==> src/rtl/shift_seq_pkg.sv <==
// Shared definitions for the shift/rotate sequencer: FSM encoding and step opcodes.
package shift_seq_pkg;

    localparam int unsigned STEP_W = 8;

    typedef enum logic [1:0] {
        IDLE  = 2'd0,
        SHIFT = 2'd1,
        DONE  = 2'd2
    } state_e;

    // Opcode is {s3, s2}: s3 selects rotate, s2 selects right.
    localparam logic [1:0] OP_LSL = 2'b00;
    localparam logic [1:0] OP_LSR = 2'b01;
    localparam logic [1:0] OP_ROL = 2'b10;
    localparam logic [1:0] OP_ROR = 2'b11;

endpackage

==> src/rtl/shift_step.sv <==
// One 1-bit shift or rotate step on an 8-bit word, also reporting the bit that leaves it.
module shift_step
    import shift_seq_pkg::*;
(
    input  logic [STEP_W-1:0] r,
    input  logic              s3,
    input  logic              s2,
    output logic [STEP_W-1:0] next,
    output logic              bit_out
);

    always_comb begin
        next    = r;
        bit_out = 1'b0;
        case ({s3, s2})
            OP_LSL: begin
                next    = {r[STEP_W-2:0], 1'b0};
                bit_out = r[STEP_W-1];
            end
            OP_LSR: begin
                next    = {1'b0, r[STEP_W-1:1]};
                bit_out = r[0];
            end
            OP_ROL: begin
                next    = {r[STEP_W-2:0], r[STEP_W-1]};
                bit_out = r[STEP_W-1];
            end
            default: begin
                next    = {r[0], r[STEP_W-1:1]};
                bit_out = r[0];
            end
        endcase
    end

endmodule

==> src/rtl/shift_seq_ctrl.sv <==
// Multi-cycle shift/rotate sequencer: applies count 1-bit steps to A, one per clock,
// then pulses done with the result and the last exiting bit.
module shift_seq_ctrl
    import shift_seq_pkg::*;
#(
    parameter int unsigned DATA_W = 8,
    parameter int unsigned CNT_W  = 3
) (
    input  logic              clk,
    input  logic              rst,
    input  logic              start,
    input  logic [DATA_W-1:0] A,
    input  logic              s3,
    input  logic              s2,
    input  logic [CNT_W-1:0]  count,
    output logic              busy,
    output logic              done,
    output logic [DATA_W-1:0] result,
    output logic              carry_out
);

    state_e              state_q, state_d;
    logic [DATA_W-1:0]   result_q, result_d;
    logic                carry_q, carry_d;
    logic [CNT_W-1:0]    remaining_q, remaining_d;
    logic                s3_q, s3_d;
    logic                s2_q, s2_d;
    logic [DATA_W-1:0]   step_next;
    logic                step_bit;

    shift_step u_step (
        .r       (result_q),
        .s3      (s3_q),
        .s2      (s2_q),
        .next    (step_next),
        .bit_out (step_bit)
    );

    always_ff @(posedge clk) begin
        if (rst) begin
            state_q     <= IDLE;
            result_q    <= '0;
            carry_q     <= 1'b0;
            remaining_q <= '0;
            s3_q        <= 1'b0;
            s2_q        <= 1'b0;
        end else begin
            state_q     <= state_d;
            result_q    <= result_d;
            carry_q     <= carry_d;
            remaining_q <= remaining_d;
            s3_q        <= s3_d;
            s2_q        <= s2_d;
        end
    end

    always_comb begin
        state_d     = state_q;
        result_d    = result_q;
        carry_d     = carry_q;
        remaining_d = remaining_q;
        s3_d        = s3_q;
        s2_d        = s2_q;
        case (state_q)
            IDLE, DONE: begin
                if (start) begin
                    result_d    = A;
                    remaining_d = count;
                    s3_d        = s3;
                    s2_d        = s2;
                    carry_d     = 1'b0;
                    state_d     = (count != '0) ? SHIFT : DONE;
                end else begin
                    state_d = IDLE;
                end
            end
            SHIFT: begin
                result_d    = step_next;
                carry_d     = step_bit;
                remaining_d = remaining_q - CNT_W'(1);
                if (remaining_q == CNT_W'(1)) begin
                    state_d = DONE;
                end
            end
            default: state_d = IDLE;
        endcase
    end

    // Status flags decode straight from the state register, so they stay glitch-free.
    assign busy      = (state_q == SHIFT);
    assign done      = (state_q == DONE);
    assign result    = result_q;
    assign carry_out = carry_q;

endmodule

==> config.mk <==
export PLATFORM = sky130hd
export DESIGN_NAME = shift_seq_ctrl
export DESIGN_NICKNAME = d
export VERILOG_FILES = /design/src/rtl/shift_seq_pkg.sv /design/src/rtl/shift_step.sv /design/src/rtl/shift_seq_ctrl.sv
export SDC_FILE = /design/constraint.sdc
export NUM_CORES = 1
export LEC_CHECK = 0
export ABC_AREA = 1
export BUFFER_PORTS_ARGS = -buffer_cell sky130_fd_sc_hd__buf_2
export CORE_UTILIZATION = 50
export CTS_CLUSTER_SIZE = 25
export DETAILED_ROUTE_END_ITERATION = 12
export PLACE_DENSITY = 0.87
export SLEW_MARGIN = 40
export SYNTH_ARGS = -nofsm -noshare
export SYNTH_HDL_FRONTEND = slang
export SYNTH_SLANG_ARGS = --single-unit
==> constraint.sdc <==
create_clock -name clk -period 2.1 [get_ports clk]
set_clock_uncertainty 0.15 [all_clocks]
set_input_delay 0 -clock clk [delete_from_list [all_inputs] [get_ports clk]]
set_output_delay 0 -clock clk [all_outputs]
set_load 0.01 [all_outputs]
==> flow_metrics.env, run 1 <==
export IMPL_vias=1095
export IMPL_use_met1_pct=30.62
export IMPL_globalRoute_totalOverflow=0
export IMPL_viasPerCell=5.000
export IMPL_grt_pass1_wl_um=3781
export IMPL_netlist_instances=151
export IMPL_final_antenna_net_count=0
export IMPL_finalCriticalPeriod_ns=2.059
export IMPL_powerDensity_nw_per_um2=656.9
export IMPL_hp_class="flip-flop to flip-flop"
export IMPL_cts_repair_resized=0
export IMPL_end_kind="flip-flop"
export IMPL_critical_path_arrival_ns=2.10
export IMPL_grt_busiest_layer="met2"
export IMPL_use_met2_pct=44.12
export IMPL_finalNonFillerCells=219
export IMPL_postPlaceCellArea_um2=1046
export IMPL_clock_sinks=16
export IMPL_portBuffers=26
export IMPL_setup_viol=0
export IMPL_synth_area_top_cells="dfxtp_1 35%, nand2_1 19%, inv_1 11%"
export IMPL_async_flop_share_pct=0
export IMPL_rsz0062_at_grt="no"
export IMPL_worst_setup_path_type="input pin to flip-flop"
export IMPL_cts_max_level=1
export IMPL_synth_most_common_cell="nand2_1"
export IMPL_grt_use_met3_pct=4.000
export IMPL_synth_top_flop_cell="dfxtp_1"
export IMPL_fmax_mhz=485.7
export IMPL_total_leakage_power_nw=0.6929
export IMPL_critPathBufInv=4
export IMPL_max_stage_delay_ns=0.58
export IMPL_synth_edff_count=0
export IMPL_die_x_um=44.83
export IMPL_clk_pin_slew_ns=0.10
export IMPL_hold_violations=0
export IMPL_crit_slowest_cell="dlygate4sd3_1"
export IMPL_yosysWarnings=0
export IMPL_relSlewSlack_pct=62.97
export IMPL_dp_hpwl_um=1517
export IMPL_routedWlPerCell_um=11.15
export IMPL_crit_required_ns=2.14
export IMPL_yosysTopAreaCell="dfxtp_1"
export IMPL_postLayoutCellArea_um2=1262
export IMPL_yosysUniqueCellTypes=17
export IMPL_synth_seq_area_share_pct=34.92
export IMPL_slew_viol_final=0
export IMPL_place_congestion=0.8518
export IMPL_syn_mean_instance_area_um2=6.074
export IMPL_grt_max_degree=17
export IMPL_synthTopCellsByCount="47 x nand2_1, 28 x inv_1, 16 x dfxtp_1"
export IMPL_yosysTopAreaCellShare_pct=34.92
export IMPL_worstPathCellList="dlygate4sd3_1 > buf_2 > nor2_1 > nand2_1 > dlygate4sd3_1 > nand2_1 > dlygate4sd3_1 > a21oi_1"
export IMPL_n_antenna_cell=0
export IMPL_fin_setup_tns_ns=0
export IMPL_grt_total_usage_pct=25.27
export IMPL_fin_nets=213
export IMPL_syn_area_um2=917.1
export IMPL_cap_violations=0
export IMPL_drc=0
export IMPL_grt_pass1_vias=979
export IMPL_root_buffer="clkbuf_4"
export IMPL_die_area_um2=2010
export IMPL_drt_iter0_drc=65
export IMPL_clock_latency_ns=0.29
export IMPL_path_delay_family="buffers and inverters"
export IMPL_crit_top_cell="dlygate4sd3_1"
export IMPL_fin_crit_sh_pct=98.04
export IMPL_cts_buffer_depth=2
export IMPL_dp_cells=197
export IMPL_syn_num_nets=169
export IMPL_drt_total_wl_um=2441
export IMPL_cts_buffers=3
export IMPL_rows=15
export IMPL_final_util_pct=73.12
export IMPL_max_vdd_ir_drop_mv=0.3034
export IMPL_drive_gt1_share_pct=17.53
export IMPL_crit_fanout=2
export IMPL_total_power_mw=0.8293
export IMPL_critPathLaunchType="input pin"
export IMPL_synth_seq_cells=16
export IMPL_area_delta_synth_final_pct=37.65
export IMPL_tritoncts="done"
export IMPL_start_util_pct=53.12
export IMPL_worstMarginPinSlew_ns=0.5549
export IMPL_die_y_um=44.83
export IMPL_grt_antenna_before_repair=0
export IMPL_coreArea_um2=1727
export IMPL_ios=27
export IMPL_outcome="completed"
export IMPL_drt_pass1_iterations=4
-- placed cells by master, fill, tap and decap left out --
| master | count |
|---|---|
| ha_1 | 2 |
| dlygate4sd3_1 | 18 |
| nor2_2 | 1 |
| nand2_1 | 47 |
| clkbuf_8 | 1 |
| nand2_2 | 2 |
| clkinv_2 | 1 |
| dfxtp_1 | 16 |
| clkbuf_4 | 3 |
| nor2_1 | 10 |
| o211ai_1 | 1 |
| o21ai_0 | 15 |
| buf_2 | 26 |
| nand3_1 | 15 |
| a21oi_1 | 7 |
| inv_1 | 28 |
| clkinv_1 | 1 |
-- worst register-to-register path, cell delays in order, from the launching register on --
cell	delay, ns
dfxtp_1	0.35
inv_1	0.06
nand2_1	0.33
nand2_2	0.30
o21ai_0	0.26
inv_1	0.07
nand2_1	0.07
inv_1	0.05
-- repair_timing --
action | in CTS | in global routing
setup buffers | 0 | 0
setup endpoints to repair | 0 | 0
endpoints found under the hold margin | 16 | 0
hold buffers | 18 | 0
-- cell type report --
cell class                 count  area, um^2
fill                         143       464.2
multi-input combinational    100       450.4
sequential                    16       320.3
timing repair buffer          44       310.3
inverter                      30       113.9
clock buffer                   4       36.28
tap                           25       31.28
-- state kept, by name (all words and copies together), names as in the netlist --
name         flops
remaining_q      3
s3_q             1
s2_q             1
result           8
carry_out        1
state_q          2
-- stage by stage --
| stage | worst slack [ns] | hold slack, ns |
|---|---|---|
| 2_1_floorplan | 0.9088 | -0.08093 |
| 3_3_place_gp | 0.5583 | 0.09723 |
| 3_5_place_dp | 0.4794 | 0.1086 |
| 4_1_cts | 0.1209 | 0.3200 |
| 5_1_grt | 0.03325 | 0.3423 |
| 6_report | 0.04120 | 0.3180 |
-- cell families (layout without fill, tap and decap cells) --
group,count (synthesis),in the layout,synth area share (%)
AOI/OAI and AO/OA,23,23,12.82
buffers and inverters,35,78,15.96
and+or+nand+nor,75,75,33.56
adders and majority gates,2,2,2.728
DFF,16,16,34.93
-- final timing paths --
| check | startpoint | end | slack [ns] | cells after the start |
|---|---|---|---|---|
| worst min-delay path | carry_out | carry_out | 0.32 | 2 |
| worst max register to register | state_q[1] | result[3] | 0.39 | 7 |
| worst max-delay path | count[1] | state_q[0] | 0.04 | 8 |
| worst min register to register | carry_out | carry_out | 0.32 | 2 |
-- routing by layer --
layer	vias up	part of all wire (%)	wire length [um]
met5	-	0	0
met4	0	2.0	49
met3	10	6.3	154
met2	50	48	1179
met1	489	43	1057
li1	546	-	-
-- where the power goes --
| group | internal, mW | total (mW) | switching, mW |
|---|---|---|---|
| sequential | 0.338 | 0.369 | 0.0306 |
| combinational | 0.104 | 0.251 | 0.147 |
| clock | 0.106 | 0.209 | 0.104 |
Note: power is estimated with default switching activity, not from simulation.
==> run 2, diff against run 1 <==
--- a/config.mk
+++ b/config.mk
@@ -7,10 +7,10 @@
 export LEC_CHECK = 0
 export ABC_AREA = 1
 export BUFFER_PORTS_ARGS = -buffer_cell sky130_fd_sc_hd__buf_2
-export CORE_UTILIZATION = 50
+export CORE_UTILIZATION = 25
 export CTS_CLUSTER_SIZE = 25
 export DETAILED_ROUTE_END_ITERATION = 12
-export PLACE_DENSITY = 0.87
+export PLACE_DENSITY = 0.54
 export SLEW_MARGIN = 40
 export SYNTH_ARGS = -nofsm -noshare
 export SYNTH_HDL_FRONTEND = slang
==> run 2 against run 1 <==
Against the previous run:
- largest power group unchanged
- worst hold slack got worse by 0.29 ns
- sequential share of layout area decreased by 0.47 points
- maximum frequency grew 15%
- combinational power is essentially flat
- global-route usage decreased by 12 points
- worst setup slack improved by 0.27 ns
- core utilization decreased by 35 points
- non-clock buffer count unchanged
- die area is 95% higher
- register-to-register slack got worse by 0.08 ns
==> flow_metrics.env, run 2 (synthesis results as in run 1) <==
export IMPL_slew_viol_final=0
export IMPL_relSlewSlack_pct=67.41
export IMPL_register_area_um2=320.3
export IMPL_worst_setup_path_type="flip-flop to flip-flop"
export IMPL_hold_violations=0
export IMPL_crit_slowest_cell="dlygate4sd3_1"
export IMPL_dp_hpwl_um=1627
export IMPL_postPlaceCellArea_um2=1080
export IMPL_largest_reg_flops=8
export IMPL_multi_input_area_um2=450.4
export IMPL_final_antenna_net_count=0
export IMPL_total_power_mw=0.8317
export IMPL_critical_path_arrival_ns=1.88
export IMPL_p_sw_mw=0.2809
export IMPL_drive_gt1_share_pct=18.04
export IMPL_worstMarginPinSlew_ns=0.4883
export IMPL_clk_pin_slew_ns=0.11
export IMPL_p_seq_share_pct=44.3
export IMPL_whs_path_depth=5
export IMPL_clock_latency_ns=0.30
export IMPL_finalNonFillerCells=240
export IMPL_ff2ff_path_depth=3
export IMPL_comb_power_share_pct=29.8
export IMPL_viasPerCell=4.133
export IMPL_routedWlPerCell_um=9.913
export IMPL_ios=27
export IMPL_area_delta_synth_final_pct=40.25
export IMPL_die_y_um=62.57
export IMPL_root_buffer="clkbuf_4"
export IMPL_p_int_mw=0.5508
export IMPL_end_kind="flip-flop"
export IMPL_total_leakage_power_nw=0.6990
export IMPL_ctsHoldBuffers=17
export IMPL_fin_setup_tns_ns=0
export IMPL_vias=992
export IMPL_critPathLaunchType="flip-flop"
export IMPL_setup_viol=0
export IMPL_clkPwrFrac_pct=25.9
export IMPL_coreArea_um2=3416
export IMPL_grt_pass1_wl_um=4174
export IMPL_mostFrequentLayoutCells="47 x nand2_1, 28 x inv_1, 26 x buf_2"
export IMPL_drt_total_wl_um=2379
export IMPL_outcome="completed"
export IMPL_cts_setup_buffers=0
export IMPL_die_x_um=62.57
export IMPL_cts_repair_resized=0
export IMPL_grt_max_degree=17
export IMPL_die_area_um2=3915
export IMPL_n_antenna_cell=0
export IMPL_drt_pass1_iterations=4
export IMPL_mostFrequentLayoutCell="nand2_1"
export IMPL_max_vdd_ir_drop_mv=0.1933
export IMPL_postLayoutCellArea_um2=1286
export IMPL_dr_wl_met3_um=79
export IMPL_power_switching_share_pct=33.77
export IMPL_globalRoute_totalOverflow=0
export IMPL_fmax_mhz=560.2
export IMPL_fillers=402
export IMPL_hold_path_startpoint="start"
export IMPL_portBuffers=26
export IMPL_wl_met2_um=1013
export IMPL_crit_required_ns=2.19
export IMPL_drt_iter0_drc=32
export IMPL_rrSetupSlack_ns=0.31
export IMPL_fin_crit_sh_pct=85.01
export IMPL_cts_buffers=3
export IMPL_clock_sinks=16
export IMPL_cap_violations=0
export IMPL_grt_total_usage_pct=13.72
export IMPL_tritoncts="done"
export IMPL_start_util_pct=26.85
export IMPL_worstPathCellList="clkinv_1 > a21oi_1 > dlygate4sd3_1"
export IMPL_cts_max_level=1
export IMPL_timing_final_ws_setup_ns=0.3148
export IMPL_powerDensity_nw_per_um2=646.6
export IMPL_rsz0062_at_grt="no"
export IMPL_fin_nets=213
export IMPL_max_stage_delay_ns=0.55
export IMPL_cts_buffer_depth=2
export IMPL_min_to="remaining_q[0]"
export IMPL_top_layer="met4"
export IMPL_grt_pass1_vias=963
export IMPL_reg2reg_from="s2_q"
export IMPL_drc=0
export IMPL_hp_class="input pin to flip-flop"
export IMPL_crit_fanout=11
export IMPL_wl_met1_um=1236
export IMPL_r2r_end="s2_q"
export IMPL_dp_cells=219
export IMPL_finalCriticalPeriod_ns=1.785
export IMPL_rows=21
export IMPL_grt_antenna_before_repair=0
export IMPL_pre_cts_ws_ns=0.6539
export IMPL_place_congestion=0.7296
[run 2: worst max-delay path by stage]
stage | from | endpoint | depth (start not counted)
floorplan | state_q[0] | result[0] | 6
global placement | s2_q | result[5] | 7
detailed placement | s2_q | result[5] | 7
global route | s2_q | s2_q | 3
finish | s2_q | s2_q | 3
CTS | s2_q | s2_q | 3
[run 2: per-stage QoR]
step | utilization (%) | hold WS, ns
global route | 37.66 | 0.09549
finish | 37.66 | 0.02451
floorplan | - | -0.08093
detailed placement | 31.61 | 0.1125
global placement | 31.61 | 0.1125
CTS | 37.66 | 0.02105
[run 2: layer usage]
layer	GRT usage, %	vias up
met5	0	-
met4	7.849	0
met3	2.007	4
met2	22.01	20
met1	17.41	423
li1	-	545
[run 2: worst max-delay path, delay by kind of cell (launching register included)]
kind	cells	cell delay (ns)
compound gates	1	0.19
buf+inv	2	0.86
flops	1	0.54
[run 2: power by group through the flow]
stage / logic [mW] / registers (mW) / clock network, mW
final: 0.248 / 0.368 / 0.216
after detailed placement: 0.223 / 0.375 / 0
after global routing: 0.288 / 0.375 / 0.229
after global placement: 0.222 / 0.376 / 0
after floorplan: 0.154 / 0.376 / 0
after CTS: 0.250 / 0.368 / 0.221
[run 2: final cells by class]
| cell class | count | share of cell area [%] |
|---|---|---|
| Inverter | 30 | 8.852 |
| Multi-Input combinational cell | 100 | 35.02 |
| Tap cell | 46 | 4.475 |
| Clock buffer | 4 | 2.821 |
| Timing Repair Buffer | 44 | 23.93 |
| Sequential cell | 16 | 24.90 |
==> run 3, diff against run 2 <==
--- a/config.mk
+++ b/config.mk
@@ -10,7 +10,7 @@
 export CORE_UTILIZATION = 25
 export CTS_CLUSTER_SIZE = 25
 export DETAILED_ROUTE_END_ITERATION = 12
-export PLACE_DENSITY = 0.54
+export PLACE_DENSITY_LB_ADDON = 0.1
 export SLEW_MARGIN = 40
 export SYNTH_ARGS = -nofsm -noshare
 export SYNTH_HDL_FRONTEND = slang
==> run 3 against run 2 <==
Against the previous run:
- worst setup slack lost 0.055 ns
- routed wire length is essentially flat
- worst hold slack gained 0.30 ns
- non-clock buffer count unchanged
- critical endpoint is now state_q[0]
- critical path depth is 2 higher
- first-iteration DRC count grew 16%
- highest routed layer unchanged
==> flow_metrics.env, run 3 (synthesis results as in run 1) <==
export IMPL_n_antenna_cell=0
export IMPL_tritoncts="done"
export IMPL_ff2ff_path_depth=5
export IMPL_viasPerCell=4.275
export IMPL_wl_met2_um=998
export IMPL_drt_pass1_iterations=4
export IMPL_max_vdd_ir_drop_mv=0.1840
export IMPL_dp_hpwl_um=1726
export IMPL_dr_wl_met3_um=88
export IMPL_hold_violations=0
export IMPL_rows=21
export IMPL_vias=1026
export IMPL_start_util_pct=26.85
export IMPL_cts_setup_buffers=0
export IMPL_clock_latency_ns=0.29
export IMPL_powerDensity_nw_per_um2=642.6
export IMPL_cts_buffers=3
export IMPL_rsz0062_at_grt="no"
export IMPL_setup_viol=0
export IMPL_fmax_mhz=543.4
export IMPL_top_layer="met4"
export IMPL_fin_crit_sh_pct=87.63
export IMPL_crit_fanout=13
export IMPL_coreArea_um2=3416
export IMPL_mostFrequentLayoutCell="nand2_1"
export IMPL_hp_class="flip-flop to flip-flop"
export IMPL_slew_viol_final=0
export IMPL_final_util_pct=37.80
export IMPL_finalCriticalPeriod_ns=1.840
export IMPL_drt_total_wl_um=2380
export IMPL_drc=0
export IMPL_grt_pass1_wl_um=4098
export IMPL_hold_path_startpoint="carry_out"
export IMPL_grt_antenna_before_repair=0
export IMPL_reg2reg_from="state_q[0]"
export IMPL_die_y_um=62.57
export IMPL_drive_gt1_share_pct=18.04
export IMPL_clock_sinks=16
export IMPL_cts_buffer_depth=2
export IMPL_grt_max_degree=17
export IMPL_routedWlPerCell_um=9.917
export IMPL_area_delta_synth_final_pct=40.79
export IMPL_worst_setup_path_type="flip-flop to flip-flop"
export IMPL_r2r_end="state_q[0]"
export IMPL_final_antenna_net_count=0
export IMPL_root_buffer="clkbuf_4"
export IMPL_mostFrequentLayoutCells="47 x nand2_1, 28 x inv_1, 26 x buf_2"
export IMPL_place_congestion=0.7773
export IMPL_crit_required_ns=2.19
export IMPL_total_leakage_power_nw=0.6984
export IMPL_critical_path_arrival_ns=1.93
export IMPL_worstMarginPinSlew_ns=0.3658
export IMPL_relSlewSlack_pct=75.53
export IMPL_drt_iter0_drc=37
export IMPL_wl_met1_um=1256
export IMPL_end_kind="flip-flop"
export IMPL_rrSetupSlack_ns=0.26
export IMPL_min_to="carry_out"
export IMPL_ios=27
export IMPL_hold_ws_ns=0.3206
export IMPL_grt_total_usage_pct=13.08
export IMPL_clk_pin_slew_ns=0.10
export IMPL_portBuffers=26
export IMPL_cap_violations=0
export IMPL_cts_max_level=1
export IMPL_fin_setup_tns_ns=0
export IMPL_outcome="completed"
export IMPL_whs_path_depth=2
export IMPL_grt_pass1_vias=936
export IMPL_globalRoute_totalOverflow=0
export IMPL_die_area_um2=3915
export IMPL_fin_nets=213
export IMPL_critPathLaunchType="flip-flop"
export IMPL_largest_reg_flops=8
export IMPL_die_x_um=62.57
-- run 3: changes by cell type in the layout (fill, tap and decap cells not counted) --
cell,previous run,this run
nor2_2,1,0
nor2_4,0,1
-- run 3: stage by stage --
stage / setup WS (ns) / power, mW / std cells / cell area [um^2]
global route: 0.1830 / 0.8962 / 240 / 1291
floorplan: 0.9088 / 0.5297 / 151 / 917.1
CTS: 0.08240 / 0.8388 / 240 / 1286
detailed placement: 0.6247 / 0.6001 / 219 / 1080
global placement: 0.5703 / 0.6009 / 219 / 1080
finish: 0.2597 / 0.8297 / 240 / 1291
-- run 3: how the worst max path moves through the flow --
stage | start | to | slack (ns) | depth (start not counted)
final | state_q[0] | state_q[0] | 0.26 | 5
after global placement | s2_q | result[5] | 0.57 | 7
after floorplan | state_q[0] | result[0] | 0.91 | 6
after CTS | state_q[0] | state_q[0] | 0.08 | 5
after detailed placement | state_q[0] | state_q[1] | 0.62 | 5
after global routing | state_q[0] | state_q[0] | 0.18 | 5
-- run 3: what timing repair did --
item,in CTS,in global routing
endpoints found under the hold margin,16,0
hold buffers,17,0
endpoints found under the setup margin,0,1
resized for setup,0,1
-- run 3: area by class of cell --
| cell class | count | area [um^2] |
|---|---|---|
| Fill cell | 401 | 2125 |
| Multi-Input combinational cell | 100 | 455.4 |
| Sequential cell | 16 | 320.3 |
| Timing Repair Buffer | 44 | 307.8 |
| Inverter | 30 | 113.9 |
| Tap cell | 46 | 57.56 |
| Clock buffer | 4 | 36.28 |
-- run 3: per-layer routing --
metal	vias to the layer above	global-route usage [%]
met3	4	2.737
li1	546	-
met4	0	5.233
met2	18	20.24
met5	-	0
met1	458	17.58
-- run 3: report_power, final --
group | internal [mW] | switching [mW]
Sequential | 0.338 | 0.0301
Clock | 0.106 | 0.107
Combinational | 0.107 | 0.142
-- run 3: worst max-delay path, cell delays in order (launching register included) --
cell	delay, ns
dfxtp_1	0.40
inv_1	0.11
nor2_4	0.28
nand2_1	0.15
a21oi_1	0.16
dlygate4sd3_1	0.55
